==> config.mk <==
export PLATFORM = sky130hd
export DESIGN_NAME = cfg_stream_loader_flat
export DESIGN_NICKNAME = d
export VERILOG_FILES = /design/src/rtl/cfg_stream_loader_pkg.sv /design/src/rtl/cfg_stream_loader_if.sv /design/src/rtl/cfg_stream_loader_delay_cnt.sv /design/src/rtl/cfg_stream_loader.sv /design/src/flat_wrapper.sv
export SDC_FILE = /design/constraint.sdc
export NUM_CORES = 1
export LEC_CHECK = 0
export CORE_AREA = 10 10 267 269
export DETAILED_ROUTE_END_ITERATION = 6
export DIE_AREA = 0 0 277 279
export PLACE_DENSITY_LB_ADDON = 0.3
export SYNTH_ARGS = -nofsm -noshare
export SYNTH_HDL_FRONTEND = slang
export SYNTH_SLANG_ARGS = --single-unit
==> constraint.sdc <==
create_clock -name clk -period 37.2 [get_ports clk]
set_input_delay 5.58 -clock clk [delete_from_list [all_inputs] [get_ports clk]]
set_output_delay 5.58 -clock clk [all_outputs]
set_load 0.03 [all_outputs]
==> src/rtl/cfg_stream_loader_pkg.sv <==
// ---------------------------------------------------------------------------
// cfg_stream_loader_pkg
// Shared definitions for the streaming configuration loader:
//   - state_t      : loader FSM states
//   - widthFor()   : bits needed to hold the values 0..maxVal (never below 1)
//   - maxOf3()     : largest of three integers, used to size the delay counter
// No ports; imported by the loader top and its delay counter.
// ---------------------------------------------------------------------------
package cfg_stream_loader_pkg;

    typedef enum logic [2:0] {
        ST_IDLE,
        ST_PRE,
        ST_FETCH,
        ST_STROBE,
        ST_POST,
        ST_FFWAIT,
        ST_DONE,
        ST_ERROR
    } state_t;

    // A zero-width vector is illegal, so a range that only needs the value 0
    // still gets one bit.
    function automatic int widthFor(input int maxVal);
        return (maxVal < 1) ? 1 : $clog2(maxVal + 1);
    endfunction

    function automatic int maxOf3(input int a, input int b, input int c);
        int m;
        m = (a > b) ? a : b;
        return (m > c) ? m : c;
    endfunction

endpackage

==> src/rtl/cfg_stream_loader_if.sv <==
// ---------------------------------------------------------------------------
// cfg_stream_loader_if
// Valid/ready stream carrying configuration words into the loader.
//   s_valid : source has a word this cycle
//   s_data  : configuration word (WORD_W bits)
//   s_last  : word is the final one of the bitstream
//   s_ready : loader accepts the word this cycle
// Modports: master (bitstream source), slave (loader).
// ---------------------------------------------------------------------------
interface cfg_stream_loader_if #(
    parameter int WORD_W = 224
);
    logic              s_valid;
    logic [WORD_W-1:0] s_data;
    logic              s_last;
    logic              s_ready;

    modport master (
        output s_valid,
        output s_data,
        output s_last,
        input  s_ready
    );

    modport slave (
        input  s_valid,
        input  s_data,
        input  s_last,
        output s_ready
    );
endinterface

==> src/rtl/cfg_stream_loader_delay_cnt.sv <==
// ---------------------------------------------------------------------------
// cfg_delay_cnt
// Loadable down-counter with a done flag. The loader reuses one instance for
// the pre-fetch gap, the post-load gap and the ff_en-to-rdy delay.
//   clk        : clock, rising edge
//   rst        : asynchronous active-high reset
//   load_i     : load load_val_i this cycle (wins over en_i)
//   load_val_i : value to load (delay length minus one)
//   en_i       : count down by one, stopping at zero
//   done_o     : counter has reached zero
// ---------------------------------------------------------------------------
module cfg_delay_cnt #(
    parameter int W = 4
) (
    input  logic         clk,
    input  logic         rst,
    input  logic         load_i,
    input  logic [W-1:0] load_val_i,
    input  logic         en_i,
    output logic         done_o
);

    logic [W-1:0] cnt_q;
    logic [W-1:0] cnt_d;

    // Loading takes precedence so the FSM can restart a delay on the same
    // cycle an earlier one finishes; counting sticks at zero.
    always_comb begin
        cnt_d = cnt_q;
        if (load_i) begin
            cnt_d = load_val_i;
        end else if (en_i && (cnt_q != '0)) begin
            cnt_d = cnt_q - 1'b1;
        end
    end

    // Counter register.
    always_ff @(posedge clk or posedge rst) begin
        if (rst) begin
            cnt_q <= '0;
        end else begin
            cnt_q <= cnt_d;
        end
    end

    assign done_o = (cnt_q == '0);

endmodule

==> src/rtl/cfg_stream_loader.sv <==
// ---------------------------------------------------------------------------
// cfg_stream_loader
// Accepts configuration words over a valid/ready stream and writes each one
// into the fabric with a one-hot configs_en strobe. After the last word it
// waits POST_WAIT cycles, raises ff_en, then raises rdy RDY_DELAY cycles
// later. Checks s_last framing against the expected word count, supports
// abort and reconfiguration from DONE or ERROR.
//   clk          : clock, rising edge
//   rst          : asynchronous active-high reset
//   start_i      : begin (re)configuration from IDLE, DONE or ERROR
//   abort_i      : cancel a load in progress
//   s            : stream slave (s_valid, s_data, s_last in; s_ready out)
//   configs_in_o : registered word presented to the fabric
//   configs_en_o : one-hot write strobe, zero between writes
//   ff_en_o      : fabric flip-flop enable
//   rdy_o        : fabric configured and running
//   busy_o       : load sequence in progress
//   err_o        : sticky framing error
//   word_cnt_o   : words written so far
// ---------------------------------------------------------------------------
module cfg_stream_loader
    import cfg_stream_loader_pkg::*;
#(
    parameter int WORD_W    = 224,
    parameter int NUM_WORDS = 245,
    parameter int PRE_WAIT  = 10,
    parameter int POST_WAIT = 10,
    parameter int RDY_DELAY = 10
) (
    input  logic                 clk,
    input  logic                 rst,
    input  logic                 start_i,
    input  logic                 abort_i,
    cfg_stream_loader_if.slave   s,
    output logic [WORD_W-1:0]    configs_in_o,
    output logic [NUM_WORDS-1:0] configs_en_o,
    output logic                 ff_en_o,
    output logic                 rdy_o,
    output logic                 busy_o,
    output logic                 err_o,
    output logic [widthFor(NUM_WORDS)-1:0] word_cnt_o
);

    localparam int CNT_W = widthFor(NUM_WORDS);
    localparam int IDX_W = widthFor(NUM_WORDS - 1);
    localparam int DLY_W = widthFor(maxOf3(PRE_WAIT, POST_WAIT, RDY_DELAY));

    localparam logic [IDX_W-1:0] LAST_IDX = IDX_W'(NUM_WORDS - 1);

    // The counter is loaded with length-1 because the cycle it reads zero is
    // itself the final cycle of the gap.
    localparam logic [DLY_W-1:0] PRE_LOAD  = DLY_W'((PRE_WAIT  > 0) ? PRE_WAIT  - 1 : 0);
    localparam logic [DLY_W-1:0] POST_LOAD = DLY_W'((POST_WAIT > 0) ? POST_WAIT - 1 : 0);
    localparam logic [DLY_W-1:0] RDY_LOAD  = DLY_W'((RDY_DELAY > 0) ? RDY_DELAY - 1 : 0);

    state_t                 state_q;
    logic [IDX_W-1:0]       idx_q;
    logic [CNT_W-1:0]       wordCnt_q;
    logic [WORD_W-1:0]      configsIn_q;
    logic [NUM_WORDS-1:0]   configsEn_q;
    logic                   ffEn_q;
    logic                   rdy_q;
    logic                   err_q;

    logic                   dlyLoad;
    logic [DLY_W-1:0]       dlyVal;
    logic                   dlyEn;
    logic                   dlyDone;
    logic                   isLastIdx;
    logic                   canStart;
    logic                   busy;

    function automatic logic [NUM_WORDS-1:0] onehot(input logic [IDX_W-1:0] i);
        logic [NUM_WORDS-1:0] v;
        v    = '0;
        v[i] = 1'b1;
        return v;
    endfunction

    assign isLastIdx = (idx_q == LAST_IDX);
    assign canStart  = (state_q == ST_IDLE) || (state_q == ST_DONE) || (state_q == ST_ERROR);
    assign busy      = (state_q == ST_PRE)  || (state_q == ST_FETCH) || (state_q == ST_STROBE) ||
                       (state_q == ST_POST) || (state_q == ST_FFWAIT);

    // Delay counter control: each gap is armed on the cycle the FSM decides to
    // enter it, so the counter already holds the right value on the first
    // cycle of the gap. A zero POST_WAIT skips straight to the rdy delay.
    always_comb begin
        dlyLoad = 1'b0;
        dlyVal  = '0;
        unique case (state_q)
            ST_IDLE, ST_DONE, ST_ERROR: begin
                if (start_i) begin
                    dlyLoad = 1'b1;
                    dlyVal  = PRE_LOAD;
                end
            end
            ST_STROBE: begin
                if (!abort_i && isLastIdx) begin
                    dlyLoad = 1'b1;
                    dlyVal  = (POST_WAIT > 0) ? POST_LOAD : RDY_LOAD;
                end
            end
            ST_POST: begin
                if (!abort_i && dlyDone) begin
                    dlyLoad = 1'b1;
                    dlyVal  = RDY_LOAD;
                end
            end
            default: begin
                dlyLoad = 1'b0;
            end
        endcase
    end

    assign dlyEn = (state_q == ST_PRE) || (state_q == ST_POST) || (state_q == ST_FFWAIT);

    cfg_delay_cnt #(
        .W (DLY_W)
    ) u_delay (
        .clk        (clk),
        .rst        (rst),
        .load_i     (dlyLoad),
        .load_val_i (dlyVal),
        .en_i       (dlyEn),
        .done_o     (dlyDone)
    );

    // Main loader FSM with all fabric-facing outputs registered. Abort is
    // checked first in every busy state so it beats both start and a pending
    // handshake; err and word_cnt are left alone by abort. Framing is checked
    // before a word is written, so a badly framed word never strobes.
    always_ff @(posedge clk or posedge rst) begin
        if (rst) begin
            state_q     <= ST_IDLE;
            idx_q       <= '0;
            wordCnt_q   <= '0;
            configsIn_q <= '0;
            configsEn_q <= '0;
            ffEn_q      <= 1'b0;
            rdy_q       <= 1'b0;
            err_q       <= 1'b0;
        end else if (busy && abort_i) begin
            state_q     <= ST_IDLE;
            configsEn_q <= '0;
            ffEn_q      <= 1'b0;
            rdy_q       <= 1'b0;
        end else begin
            unique case (state_q)
                ST_IDLE, ST_DONE, ST_ERROR: begin
                    if (start_i) begin
                        ffEn_q      <= 1'b0;
                        rdy_q       <= 1'b0;
                        err_q       <= 1'b0;
                        wordCnt_q   <= '0;
                        idx_q       <= '0;
                        configsEn_q <= '0;
                        state_q     <= (PRE_WAIT > 0) ? ST_PRE : ST_FETCH;
                    end
                end
                ST_PRE: begin
                    if (dlyDone) begin
                        state_q <= ST_FETCH;
                    end
                end
                ST_FETCH: begin
                    if (s.s_valid) begin
                        if (s.s_last != isLastIdx) begin
                            err_q   <= 1'b1;
                            state_q <= ST_ERROR;
                        end else begin
                            configsIn_q <= s.s_data;
                            configsEn_q <= onehot(idx_q);
                            state_q     <= ST_STROBE;
                        end
                    end
                end
                ST_STROBE: begin
                    configsEn_q <= '0;
                    wordCnt_q   <= wordCnt_q + 1'b1;
                    if (isLastIdx) begin
                        if (POST_WAIT > 0) begin
                            state_q <= ST_POST;
                        end else begin
                            ffEn_q  <= 1'b1;
                            state_q <= ST_FFWAIT;
                        end
                    end else begin
                        idx_q   <= idx_q + 1'b1;
                        state_q <= ST_FETCH;
                    end
                end
                ST_POST: begin
                    if (dlyDone) begin
                        ffEn_q  <= 1'b1;
                        state_q <= ST_FFWAIT;
                    end
                end
                ST_FFWAIT: begin
                    if (dlyDone) begin
                        rdy_q   <= 1'b1;
                        state_q <= ST_DONE;
                    end
                end
                default: begin
                    state_q <= ST_IDLE;
                end
            endcase
        end
    end

    assign s.s_ready    = (state_q == ST_FETCH);
    assign busy_o       = busy;
    assign configs_in_o = configsIn_q;
    assign configs_en_o = configsEn_q;
    assign ff_en_o      = ffEn_q;
    assign rdy_o        = rdy_q;
    assign err_o        = err_q;
    assign word_cnt_o   = wordCnt_q;

    // canStart documents which states honour start; it is folded into the
    // case above, so tie it off here to keep it referenced.
    logic unusedCanStart;
    assign unusedCanStart = canStart;

endmodule

==> src/flat_wrapper.sv <==
// flat-port wrapper written by rule: the top's interface ports become plain ports
module cfg_stream_loader_flat import cfg_stream_loader_pkg::*;
#(
    parameter int WORD_W    = 224,
    parameter int NUM_WORDS = 245,
    parameter int PRE_WAIT  = 10,
    parameter int POST_WAIT = 10,
    parameter int RDY_DELAY = 10
)
  (clk, rst, start_i, abort_i, configs_in_o, configs_en_o, ff_en_o, rdy_o, busy_o, err_o, word_cnt_o, s_s_valid, s_s_data, s_s_last, s_s_ready);
  cfg_stream_loader_if #(.WORD_W(WORD_W)) s_i ();
  input  logic clk;
  input  logic rst;
  input  logic start_i;
  input  logic abort_i;
  output logic [WORD_W-1:0] configs_in_o;
  output logic [NUM_WORDS-1:0] configs_en_o;
  output logic ff_en_o;
  output logic rdy_o;
  output logic busy_o;
  output logic err_o;
  output logic [widthFor(NUM_WORDS)-1:0] word_cnt_o;
  input wire logic [$bits(s_i.s_valid)-1:0] s_s_valid;
  input wire logic [$bits(s_i.s_data)-1:0] s_s_data;
  input wire logic [$bits(s_i.s_last)-1:0] s_s_last;
  output wire logic [$bits(s_i.s_ready)-1:0] s_s_ready;
  assign s_i.s_valid = s_s_valid;
  assign s_i.s_data = s_s_data;
  assign s_i.s_last = s_s_last;
  assign s_s_ready = s_i.s_ready;
  cfg_stream_loader #(.WORD_W(WORD_W), .NUM_WORDS(NUM_WORDS), .PRE_WAIT(PRE_WAIT), .POST_WAIT(POST_WAIT), .RDY_DELAY(RDY_DELAY)) u_core (.clk(clk), .rst(rst), .start_i(start_i), .abort_i(abort_i), .s(s_i), .configs_in_o(configs_in_o), .configs_en_o(configs_en_o), .ff_en_o(ff_en_o), .rdy_o(rdy_o), .busy_o(busy_o), .err_o(err_o), .word_cnt_o(word_cnt_o));
endmodule
# Word level (Yosys, flattened, before mapping)
# Index checks and enable logic that the tools add are counted.
# op_classes
addsub	3
magnitude_cmp	2
eq_ne	19
mux	39
bitwise	2
reduce_logical	30
# ops
cell	count
245-bit two-way mux	4
245-bit case mux with 3 select lines	1
8-bit case mux with 2 select lines	2
3-bit two-way mux	8
4-bit two-way mux	5
3-bit by 2-bit != test with 1-bit output (second input constant)	6
3-bit case mux with 6 select lines	1
8-bit by 1-bit adder with 8-bit output (second input constant)	2
8-bit two-way mux	2
3-bit == test (second input constant)	4
4-bit case mux with 3 select lines	1
4-bit AND reduction	3
1-bit two-way mux	10
5-bit AND reduction	2
8-bit by 9-bit < comparator with 1-bit output (second input constant)	1
3-bit AND reduction	3
1-bit demux with 8-bit select	1
8-bit == test (second input constant)	1
8-bit by 1-bit greater-or-equal comparator with 1-bit output (second input constant)	1
4-bit nonzero test	2
3-bit by 2-bit == test with 1-bit output (second input constant)	2
1-bit logical OR	6
2-bit != test (second input constant)	3
1-bit case mux with 2 select lines	3
other kinds (13)	21
# totals
ff_bits	495
out_inout_bits	482

# Logic depth before layout (Yosys ltp)
# Gate-level depths: netlist (run 1).
# depth
ltp_word	8
mapped_depth	11
ltp_nobuf	7

# By module
# From an unflattened synthesis (run 1), not the netlist that was laid out.
# unflattened
cells_unflattened	1510
area_unflattened_um2	20161.8
# modules_own_cells
module	instances	cells_per_inst	area_per_inst_um2	seq_area_each_um2
cfg_stream_loader	1	1482	19900.3	12286.8
cfg_delay_cnt	1	28	261.5	100.1

# Least setup slack after synthesis (run 1)
# No wires, ideal clock.
# synth_path
kind	input to register
from	in start_i
to	reg u_core.configsEn_q[12] (netlist: u_core.configs_en_o[12])
arrival_ns	7.280
required_time_ns	37.079
path_slack_ns	29.799
cell_stages	8
n_path_buf	3
cell_sequence	or4b_2 > o211ai_2 > o211ai_2 > and2_1 > buf_2 > buf_4 > buf_2 > a22o_1
# synth_via
elab_chain_len	2
# synth_rtl
element	line	source
start, declared	flat_wrapper.sv:14	input logic start_i;
3-bit by 2-bit != test with 1-bit output (no source line)	n/a	
4-bit AND reduction (no source line)	n/a	
end signal, assigned	cfg_stream_loader.sv:173	configsEn_q <= onehot(idx_q);
end, declared	cfg_stream_loader.sv:60	logic [NUM_WORDS-1:0] configsEn_q;
# No other way between the ends.
# A chain may end at the register's enable or synchronous reset.

# Worst setup path in the final report (run 1)
# layout_path
from	in abort_i
to	reg u_core.configsIn_q[100] (netlist: u_core.configs_in_o[100])
# layout_via
elab_chain_len	3
# layout_rtl
element	line	source
start, declared	flat_wrapper.sv:15	input logic abort_i;
1-bit logical AND	cfg_stream_loader.sv:143	end else if (busy && abort_i) begin
1-bit inverter (no source line)	n/a	
4-bit AND reduction (no source line)	n/a	
end signal, assigned	cfg_stream_loader.sv:172	configsIn_q <= s.s_data;
end, declared	cfg_stream_loader.sv:59	logic [WORD_W-1:0] configsIn_q;
# No other way between the ends.

==> results of run 1 <==
[critical path: stages]
cell and delay (ns):
clkdlybuf4s50_1 0.98, nand2_1 0.55, or4b_4 0.85, buf_4 0.74, buf_12 0.70, mux2_2 0.42
[metal layers]
layer	vias to the layer above	wire, µm	track usage
li1	6377	-	-
met1	7388	30650	0.2314
met2	556	37200	0.3138
met3	128	7356	0.07836
met4	8	2483	0.06983
met5	-	50	0
[metrics by stage]
stage | instance area [µm²] | hold WS (ns) | power, mW | utilization | worst slack (ns)
2_1_floorplan | 19940 | 0.4826 | 1.267 | - | 17.80
3_3_place_gp | 27750 | 0.4698 | 1.629 | 0.4228 | 27.11
3_5_place_dp | 27750 | 0.4726 | 1.641 | 0.4228 | 27.01
4_1_cts | 29550 | 0.4915 | 2.192 | 0.4502 | 27.67
5_1_grt | 29560 | 0.4986 | 2.264 | 0.4504 | 27.36
6_report | 29560 | 0.4877 | 2.167 | 0.4504 | 27.54
[power groups by stage]
stage	Clock (mW)	Sequential [mW]	Combinational [mW]
2_1_floorplan	0	0.961	0.305
3_3_place_gp	0	0.740	0.889
3_5_place_dp	0	0.745	0.897
4_1_cts	0.557	0.735	0.901
5_1_grt	0.580	0.753	0.931
6_report	0.541	0.736	0.890
[flip-flops by register name, indices dropped and copies added (netlist names)]
signal	count
u_core.rdy_o	1
u_core.state_q	3
u_core.word_cnt_o	8
u_core.idx_q	8
u_core.err_o	1
u_core.configs_en_o	245
u_core.ff_en_o	1
u_core.u_delay.cnt_q	4
u_core.configs_in_o	224
[cell type report]
cell class                      instances  area share
Clock inverter                         17    0.005588
Sequential cell                       495      0.4191
Tap cell                              864     0.03657
Antenna cell                            4   0.0003386
Multi-Input combinational cell        758      0.2355
Timing Repair Buffer                  730      0.2460
Clock buffer                           87     0.05541
Inverter                               10    0.001524
[cells in the final DEF, fill, tap and decap left out, drive strengths merged, types with 13 or more instances in the layout]
cell,n
a22o,67
clkdlybuf4s50,711
o2bb2ai,153
nor3,35
and2,14
mux2,227
o21ai,16
buf,19
clkbuf,87
nor2,29
dfrtp,495
nand2,82
xnor2,13
[worst min path at each step]
stage               cells past startpoint  slack, ns                              endpoint                                  from
floorplan                               2       0.48   u_core.u_delay.cnt_q[3]$_DFFE_PP0P_   u_core.u_delay.cnt_q[3]$_DFFE_PP0P_
global route                            1       0.50    u_core.configs_en_o[6]$_DFFE_PP0P_    u_core.configs_en_o[6]$_DFFE_PP0P_
finish                                  1       0.49    u_core.configs_en_o[6]$_DFFE_PP0P_    u_core.configs_en_o[6]$_DFFE_PP0P_
CTS                                     1       0.49  u_core.configs_en_o[182]$_DFFE_PP0P_  u_core.configs_en_o[182]$_DFFE_PP0P_
global placement                        1       0.47   u_core.configs_en_o[93]$_DFFE_PP0P_   u_core.configs_en_o[93]$_DFFE_PP0P_
detailed placement                      1       0.47  u_core.configs_en_o[213]$_DFFE_PP0P_  u_core.configs_en_o[213]$_DFFE_PP0P_
[logic make-up after synthesis]
kind of cell	after synthesis	share of synthesized area
AO/OA/AOI/OAI	285	0.1210
XOR/XNOR	18	0.007906
adder cells (fa/ha/maj)	8	0.005020
buffers and inverters	116	0.03125
flip-flops	495	0.6212
multiplexers	232	0.1608
AND/OR/NAND/NOR	215	0.05277
==> flow_summary_export.csv, run 1 <==
group,metric,value,unit
run_status,outcome,"finished clean",
timing,worst_slew_pin_slew,1.211,ns
timing,slew_violations,0,
cts,clock_latency,0.60,ns
power_and_ir_drop,p_sw,0.8108,mW
timing,tns,0,ns
timing,hold_viol_final,0,
timing,fmax,103.5,MHz
placement,io_buffers,711,
synth,syn-num-nets,1607,
route,route.detailed.drc,0,
setup_path,worstPathRequired,37.67,ns
power_and_ir_drop,p_int,1.356,mW
power_and_ir_drop,peakVddDrop,48.98,µV
job,drv_cap,0,
synth,synthTopCellsByCount,"495 x dfrtp_1, 160 x mux2_4, 153 x o2bb2ai_1",
cts,cts_tree,"done",
route,first_pass_iters,5,
die,die-area,77280,µm²
power_and_ir_drop,seqPwrFrac,0.340,
timing,setup-violations-final,0,
synth,async_reset_ff_frac,1.000,
die,row_count,94,
finish,fillers,5892,
finish,layout-drive-gt1-share,0.1688,
cts,clkTransAtPathRegs,0.06,ns
power_and_ir_drop,pwr-share-comb,0.411,
die,dieHeight,279,µm
route,wl_per_cell,26.22,µm
finish,final_cells,2965,
die,start_util,0.3038,
setup_path,crit_start,"abort_i",
route,avgViaCountPerCell,4.876,
setup_path,reg2reg_slack,32.02,ns
cts,cts.sink_count,495,
route,drtAntennaViolNets,0,
cts,htreeDepth,2,
timing,skew,0.01655,ns
power_and_ir_drop,pwr-share-clk,0.250,
die,ios,712,
cts,cts_made_buffers,55,
route,via_count,14460,
grt,grt_pass1_wl,114.2,mm
grt,grt_pass1_vias,15390,
synth,synth_warnings,0,
placement,gp_congestion,0.8451,
synth,netlist_area,19940,µm²
timing,period_share,0.2596,
route,dr.first_iter.drc_count,930,
synth,syn_avg_cell_area,14.57,µm²
timing,finalCriticalPeriod,9.657,ns
die,chipWidth,277,µm
setup_path,critPathCapture,"u_core.configs_in_o[100]$_DFFE_PP0P_",
cts,cts_root_buf,"clkbuf_16",
grt,grt_max_degree,134,
setup_path,worstSetupStartpointType,"input pin",
setup_path,cp_max_fo,133,
grt,antenna_found_initial,9,
cts,postCtsSetupRepairBufs,0,
setup_path,worstPathArrival,10.13,ns
power_and_ir_drop,leakagePower,13.03,nW
cts,clockBufferDepth,3,
synth,yosysTopAreaCell,"dfrtp_1",
placement,dp_hpwl,57.95,mm
grt,grt_util_all_layers,0.1944,
synth,yosys_most_used_dff,"dfrtp_1",
synth,synth-seq-cells,495,
timing,rsz0062_at_grt,"false",
finish,multi_input_area,6960,µm²
hold_path,holdCritPathClass,"flop to flop",
finish,register_area,12390,µm²
placement,dp.cells,2857,
synth,yosysSeqAreaShare,0.6212,
power_and_ir_drop,switching_share,0.3742,
synth,synth_most_common_cell,"dfrtp_1",
timing,slew_headroom,0.1893,
setup_path,cp-end-kind,"flop",
cts,cts_resized,0,
finish,final_nets,2288,
power_and_ir_drop,pwr_density_cell,73.31,nW/µm²
synth,synth_top_cell_area_share,0.6212,
setup_path,r2r_end,"u_core.configs_en_o[236]$_DFFE_PP0P_",
die,core_area,65630,µm²
synth,yosysUniqueCellTypes,58,
grt,gr-total-overflow,0,
synth,yosys-top-cells-area,"dfrtp_1 62%, mux2_4 12%, o2bb2ai_1 6.7%",
setup_path,r2r_cells,10,
setup_path,rr_startpoint,"u_core.state_q[1]$_DFFE_PP0P_",
finish,syn_to_final_growth,48.23,%
synth,synth_edf_count,0,
setup_path,path_class,"input pin to flop",
synth,synthCells,1369,
route,drt_wl_total,77.74,mm
cts,postCtsHoldBufs,0,
Power figures use the tool's default switching activity.
==> inputs of run 2 (changes only) <==
- clock period: 37.2 -> 8.7 ns (I/O delays scaled with it)
==> flow_summary_export.csv, run 2 (synthesized netlist as in run 1, its figures left out) <==
group,metric,value,unit
run_status,outcome,"finished clean",
grt,antenna_found_initial,13,
route,drtAntennaViolNets,0,
setup_path,path_class,"input pin to flop",
route,first_pass_iters,5,
hold_path,holdCritPathClass,"flop to flop",
timing,period_share,0.5304,
setup_path,r2r_cells,9,
setup_path,worstSetupStartpointType,"input pin",
power_and_ir_drop,pwr_density_cell,315.3,nW/µm²
cts,clkTransAtPathRegs,0.06,ns
power_and_ir_drop,switching_share,0.3762,
power_and_ir_drop,leakagePower,13.06,nW
route,avgViaCountPerCell,4.943,
setup_path,crit_start,"abort_i",
die,chipWidth,277,µm
grt,grt_max_degree,170,
die,core_area,65630,µm²
cts,cts_tree,"done",
finish,most-common-layout-cells,"711 x clkdlybuf4s50_1, 495 x dfrtp_1, 160 x mux2_4",
power_and_ir_drop,peakVddDrop,175.4,µV
timing,tns,0,ns
setup_path,rr_startpoint,"u_core.state_q[1]$_DFFE_PP0P_",
cts,cts_resized,0,
finish,syn_to_final_growth,48.68,%
job,drv_cap,0,
route,drt_wl_total,80.72,mm
route,route.detailed.drc,0,
power_and_ir_drop,seqPwrFrac,0.338,
placement,gp_congestion,0.8869,
timing,skew,0.02698,ns
route,wl_per_cell,27.21,µm
cts,postCtsHoldBufs,0,
setup_path,critPathCapture,"u_core.configs_in_o[77]$_DFFE_PP0P_",
setup_path,cp-end-kind,"flop",
setup_path,worstPathRequired,9.20,ns
cts,clock_latency,0.61,ns
die,die-area,77280,µm²
finish,final_common_cell,"clkdlybuf4s50_1",
power_and_ir_drop,p_int,5.830,mW
route,via_count,14660,
timing,rsz0062_at_grt,"false",
timing,hold_viol_final,0,
timing,finalCriticalPeriod,4.614,ns
die,ios,712,
finish,layout-drive-gt1-share,0.1707,
cts,postCtsSetupRepairBufs,0,
setup_path,r2r_end,"u_core.configs_en_o[156]$_DFFE_PP0P_",
grt,grt_util_all_layers,0.2006,
die,dieHeight,279,µm
die,start_util,0.3038,
finish,fin_util,0.4517,
cts,cts.sink_count,495,
power_and_ir_drop,pwr-share-clk,0.251,
timing,worst_slew_pin_slew,1.169,ns
timing,setup-violations-final,0,
hold_path,hp-start,"u_core.configs_en_o[238]$_DFFE_PP0P_",
timing,slew_violations,0,
cts,htreeDepth,2,
placement,dp_hpwl,60.86,mm
cts,clockBufferDepth,3,
cts,cts_root_buf,"clkbuf_16",
timing,fmax,216.7,MHz
setup_path,worstPathArrival,5.12,ns
grt,grt_pass1_vias,15710,
power_and_ir_drop,pwr-share-comb,0.411,
die,row_count,94,
finish,largest_reg_flops,245,
timing,post-route-worst-setup-slack,4.086,ns
placement,io_buffers,711,
placement,place_ws,3.555,ns
finish,final_nets,2290,
timing,whs,0.4877,ns
grt,grt_pass1_wl,117.8,mm
setup_path,reg2reg_slack,4.43,ns
cts,cts_made_buffers,56,
power_and_ir_drop,p_sw,3.517,mW
route,dr.first_iter.drc_count,916,
setup_path,cp_max_fo,127,
timing,slew_headroom,0.2208,
grt,gr-total-overflow,0,
==> run 2: cell count changes in the layout (fill, tap and decap cells not counted), moves of 2 or more <==
cell | previous run | this run
buf_12 | 1 | 4
buf_4 | 18 | 16
clkbuf_1 | 19 | 15
clkbuf_8 | 12 | 17
==> run 2: power groups by stage <==
stage / logic (mW) / registers, mW / clock network, mW
after floorplan: 1.31 / 4.11 / 0
after global placement: 3.82 / 3.18 / 0
after detailed placement: 3.86 / 3.20 / 0
after CTS: 3.88 / 3.16 / 2.40
after global routing: 4.01 / 3.23 / 2.50
final: 3.84 / 3.16 / 2.34
==> run 2: through the flow <==
stage	power, mW	cells	instance area, µm²
floorplan	5.417	1369	19940
global placement	6.993	2858	27780
detailed placement	7.059	2858	27780
CTS	9.442	2961	29630
global route	9.746	2965	29640
finish	9.347	2966	29650
==> run 2: critical path: stages <==
cell,delay (ns)
clkdlybuf4s50_1,0.94
nand2_1,0.55
or4b_4,0.94
buf_12,0.63
mux2_2,0.43
==> run 2: area by class of cell <==
type	count	area, µm²
clock buffers	89	1717
fillers	5849	35980
multi-input cells	758	6957
repair buffers	731	7317
clock inverters	14	135.1
inverters	10	41.29
well taps	864	1081
diodes	5	12.51
flip-flops and latches	495	12390
==> run 2: worst min path at each step <==
stage,end,slack (ns),depth (start not counted)
6_report,u_core.configs_en_o[238]$_DFFE_PP0P_,0.49,1
3_5_place_dp,u_core.configs_en_o[74]$_DFFE_PP0P_,0.47,1
4_1_cts,u_core.configs_en_o[130]$_DFFE_PP0P_,0.49,1
5_1_grt,u_core.configs_en_o[83]$_DFFE_PP0P_,0.51,1
2_1_floorplan,u_core.u_delay.cnt_q[3]$_DFFE_PP0P_,0.48,2
3_3_place_gp,u_core.configs_en_o[83]$_DFFE_PP0P_,0.47,1
==> run 2: per-layer routing <==
layer	global-route usage	vias up	part of all wire
met5	0	-	0.0013
met4	0.04000	16	0.015
met3	0.09226	96	0.10
met2	0.3234	577	0.47
met1	0.2439	7584	0.41
li1	-	6387	-
==> inputs of run 3 (changes only) <==
- CORE_AREA: 10 10 267 269 -> 10 10 270 272
- DIE_AREA: 0 0 277 279 -> 0 0 280 282
- clock period: 8.7 -> 4.61 ns (I/O delays scaled with it)
==> flow_summary_export.csv, run 3 (synthesized netlist as in run 1, its figures left out) <==
group,metric,value,unit
cts,htreeDepth,2,
setup_path,cp_max_fo,101,
placement,place_ws,0.9550,ns
power_and_ir_drop,switching_share,0.3671,
cts,postCtsSetupRepairBufs,0,
power_and_ir_drop,p_int,11.44,mW
grt,antenna_found_initial,14,
setup_path,crit_buf_inv,1,
setup_path,r2r_cells,5,
placement,io_buffers,711,
setup_path,path_depth,5,
setup_path,path_class,"flop to flop",
route,wl_per_cell,25.85,µm
setup_path,worstPathRequired,5.14,ns
power_and_ir_drop,p_sw,6.638,mW
cts,cts_resized,0,
timing,slew_headroom,0.1670,
route,drtAntennaViolNets,0,
setup_path,reg2reg_slack,1.04,ns
route,drt_wl_total,77.73,mm
job,drv_cap,0,
hold_path,holdCritPathClass,"flop to flop",
cts,cts_root_buf,"clkbuf_16",
grt,grt_util_all_layers,0.1877,
placement,gp_congestion,0.8515,
setup_path,cp-end-kind,"flop",
die,start_util,0.2943,
grt,grt_pass1_wl,112.0,mm
finish,largest_reg_flops,245,
timing,rsz0062_at_grt,"false",
route,avgViaCountPerCell,4.871,
setup_path,critPathCapture,"u_core.configs_en_o[180]$_DFFE_PP0P_",
setup_path,rr_startpoint,"u_core.state_q[2]$_DFFE_PP0P_",
power_and_ir_drop,seqPwrFrac,0.327,
cts,clock_latency,0.61,ns
grt,grt_pass1_vias,15640,
die,row_count,96,
route,dr.first_iter.drc_count,1021,
run_status,outcome,"finished clean",
finish,layout-drive-gt1-share,0.1821,
power_and_ir_drop,peakVddDrop,421.9,µV
finish,most-common-layout-cells,"711 x clkdlybuf4s50_1, 495 x dfrtp_1, 160 x mux2_4",
power_and_ir_drop,pwr-share-clk,0.268,
setup_path,cpPeakStageDelay,1.02,ns
setup_path,worstSetupStartpointType,"flop",
setup_path,critPathTopFamily,"simple AND/OR/NAND/NOR gates",
setup_path,worstPathArrival,4.10,ns
grt,gr-total-overflow,0,
cts,clockBufferDepth,3,
die,ios,712,
die,core_area,67750,µm²
timing,whs,0.4844,ns
finish,final_nets,2312,
timing,period_share,0.7755,
timing,finalCriticalPeriod,3.575,ns
route,route.detailed.drc,0,
cts,cts.sink_count,495,
timing,slew_violations,0,
route,first_pass_iters,5,
cts,clkTransAtPathRegs,0.06,ns
setup_path,slowest_stage,"and2_4",
finish,fillers,6093,
finish,final_cells,3007,
timing,skew,0.02349,ns
cts,cts_tree,"done",
timing,post-route-worst-setup-slack,1.035,ns
finish,final_common_cell,"clkdlybuf4s50_1",
finish,syn_to_final_growth,50.86,%
timing,hold_viol_final,0,
setup_path,crit_start,"u_core.state_q[2]$_DFFE_PP0P_",
grt,grt_max_degree,129,
power_and_ir_drop,leakagePower,13.30,nW
power_and_ir_drop,pwr_density_cell,601.0,nW/µm²
timing,worst_slew_pin_slew,1.250,ns
die,chipWidth,280,µm
route,via_count,14650,
cts,postCtsHoldBufs,0,
cts,cts_made_buffers,56,
timing,fmax,279.7,MHz
die,dieHeight,282,µm
finish,fin_util,0.4441,
die,die-area,78960,µm²
setup_path,r2r_end,"u_core.configs_en_o[180]$_DFFE_PP0P_",
placement,dp_hpwl,59.20,mm
setup_path,cp_cell_sequence,"a21oi_1 -> nand2_1 -> and2_4 -> buf_4 -> a22o_1",
power_and_ir_drop,pwr-share-comb,0.404,
timing,setup-violations-final,0,
placement,dp.cells,2898,
[run 3: changes by cell type in the layout (fill, tap and decap cells not counted), sizes merged]
cell	before	now
clkinv	9	14
clkinvlp	4	3
clkbuf	89	76
inv	10	12
bufinv	1	9
buf	20	42
[run 3: worst min path at each step]
| stage | to | slack [ns] | cells after the start | start |
|---|---|---|---|---|
| 6_report | u_core.configs_en_o[3]$_DFFE_PP0P_ | 0.48 | 1 | u_core.configs_en_o[3]$_DFFE_PP0P_ |
| 5_1_grt | u_core.configs_en_o[3]$_DFFE_PP0P_ | 0.50 | 1 | u_core.configs_en_o[3]$_DFFE_PP0P_ |
| 4_1_cts | u_core.configs_en_o[3]$_DFFE_PP0P_ | 0.49 | 1 | u_core.configs_en_o[3]$_DFFE_PP0P_ |
| 3_5_place_dp | u_core.configs_en_o[57]$_DFFE_PP0P_ | 0.47 | 1 | u_core.configs_en_o[57]$_DFFE_PP0P_ |
| 3_3_place_gp | u_core.configs_en_o[174]$_DFFE_PP0P_ | 0.47 | 1 | u_core.configs_en_o[174]$_DFFE_PP0P_ |
| 2_1_floorplan | u_core.u_delay.cnt_q[3]$_DFFE_PP0P_ | 0.48 | 2 | u_core.u_delay.cnt_q[3]$_DFFE_PP0P_ |
[run 3: metal layers]
| layer | global-route usage | vias to the layer above | part of all wire |
|---|---|---|---|
| li1 | - | 6432 | - |
| met1 | 0.2209 | 7460 | 0.39 |
| met2 | 0.3038 | 598 | 0.48 |
| met3 | 0.07694 | 140 | 0.099 |
| met4 | 0.06888 | 16 | 0.034 |
| met5 | 0 | - | 0.0012 |
[run 3: final cells by class]
| type | instances | area [µm²] | area share |
|---|---|---|---|
| timing repair buffer | 753 | 7557 | 0.2512 |
| tap | 882 | 1104 | 0.03668 |
| sequential | 495 | 12390 | 0.4118 |
| antenna | 5 | 12.51 | 0.0004159 |
| clock buffer | 76 | 1629 | 0.05415 |
| inverter | 10 | 41.29 | 0.001373 |
| multi-input combinational | 758 | 6953 | 0.2311 |
| clock inverter | 28 | 399.1 | 0.01327 |
[run 3: through the flow]
stage	setup TNS [ns]	instance area, µm²	power, mW
after floorplan	-1384.04	19940	10.22
after global placement	0	28040	13.23
after detailed placement	0	28040	13.35
after CTS	0	30070	18.29
after global routing	0	30080	18.86
final	0	30080	18.08
[run 3: power by group through the flow]
stage | registers, mW | logic (mW) | clock network (mW)
finish | 5.92 | 7.31 | 4.85
detailed placement | 5.99 | 7.36 | 0
global placement | 5.93 | 7.29 | 0
global route | 6.05 | 7.66 | 5.15
floorplan | 7.76 | 2.46 | 0
CTS | 5.91 | 7.40 | 4.98
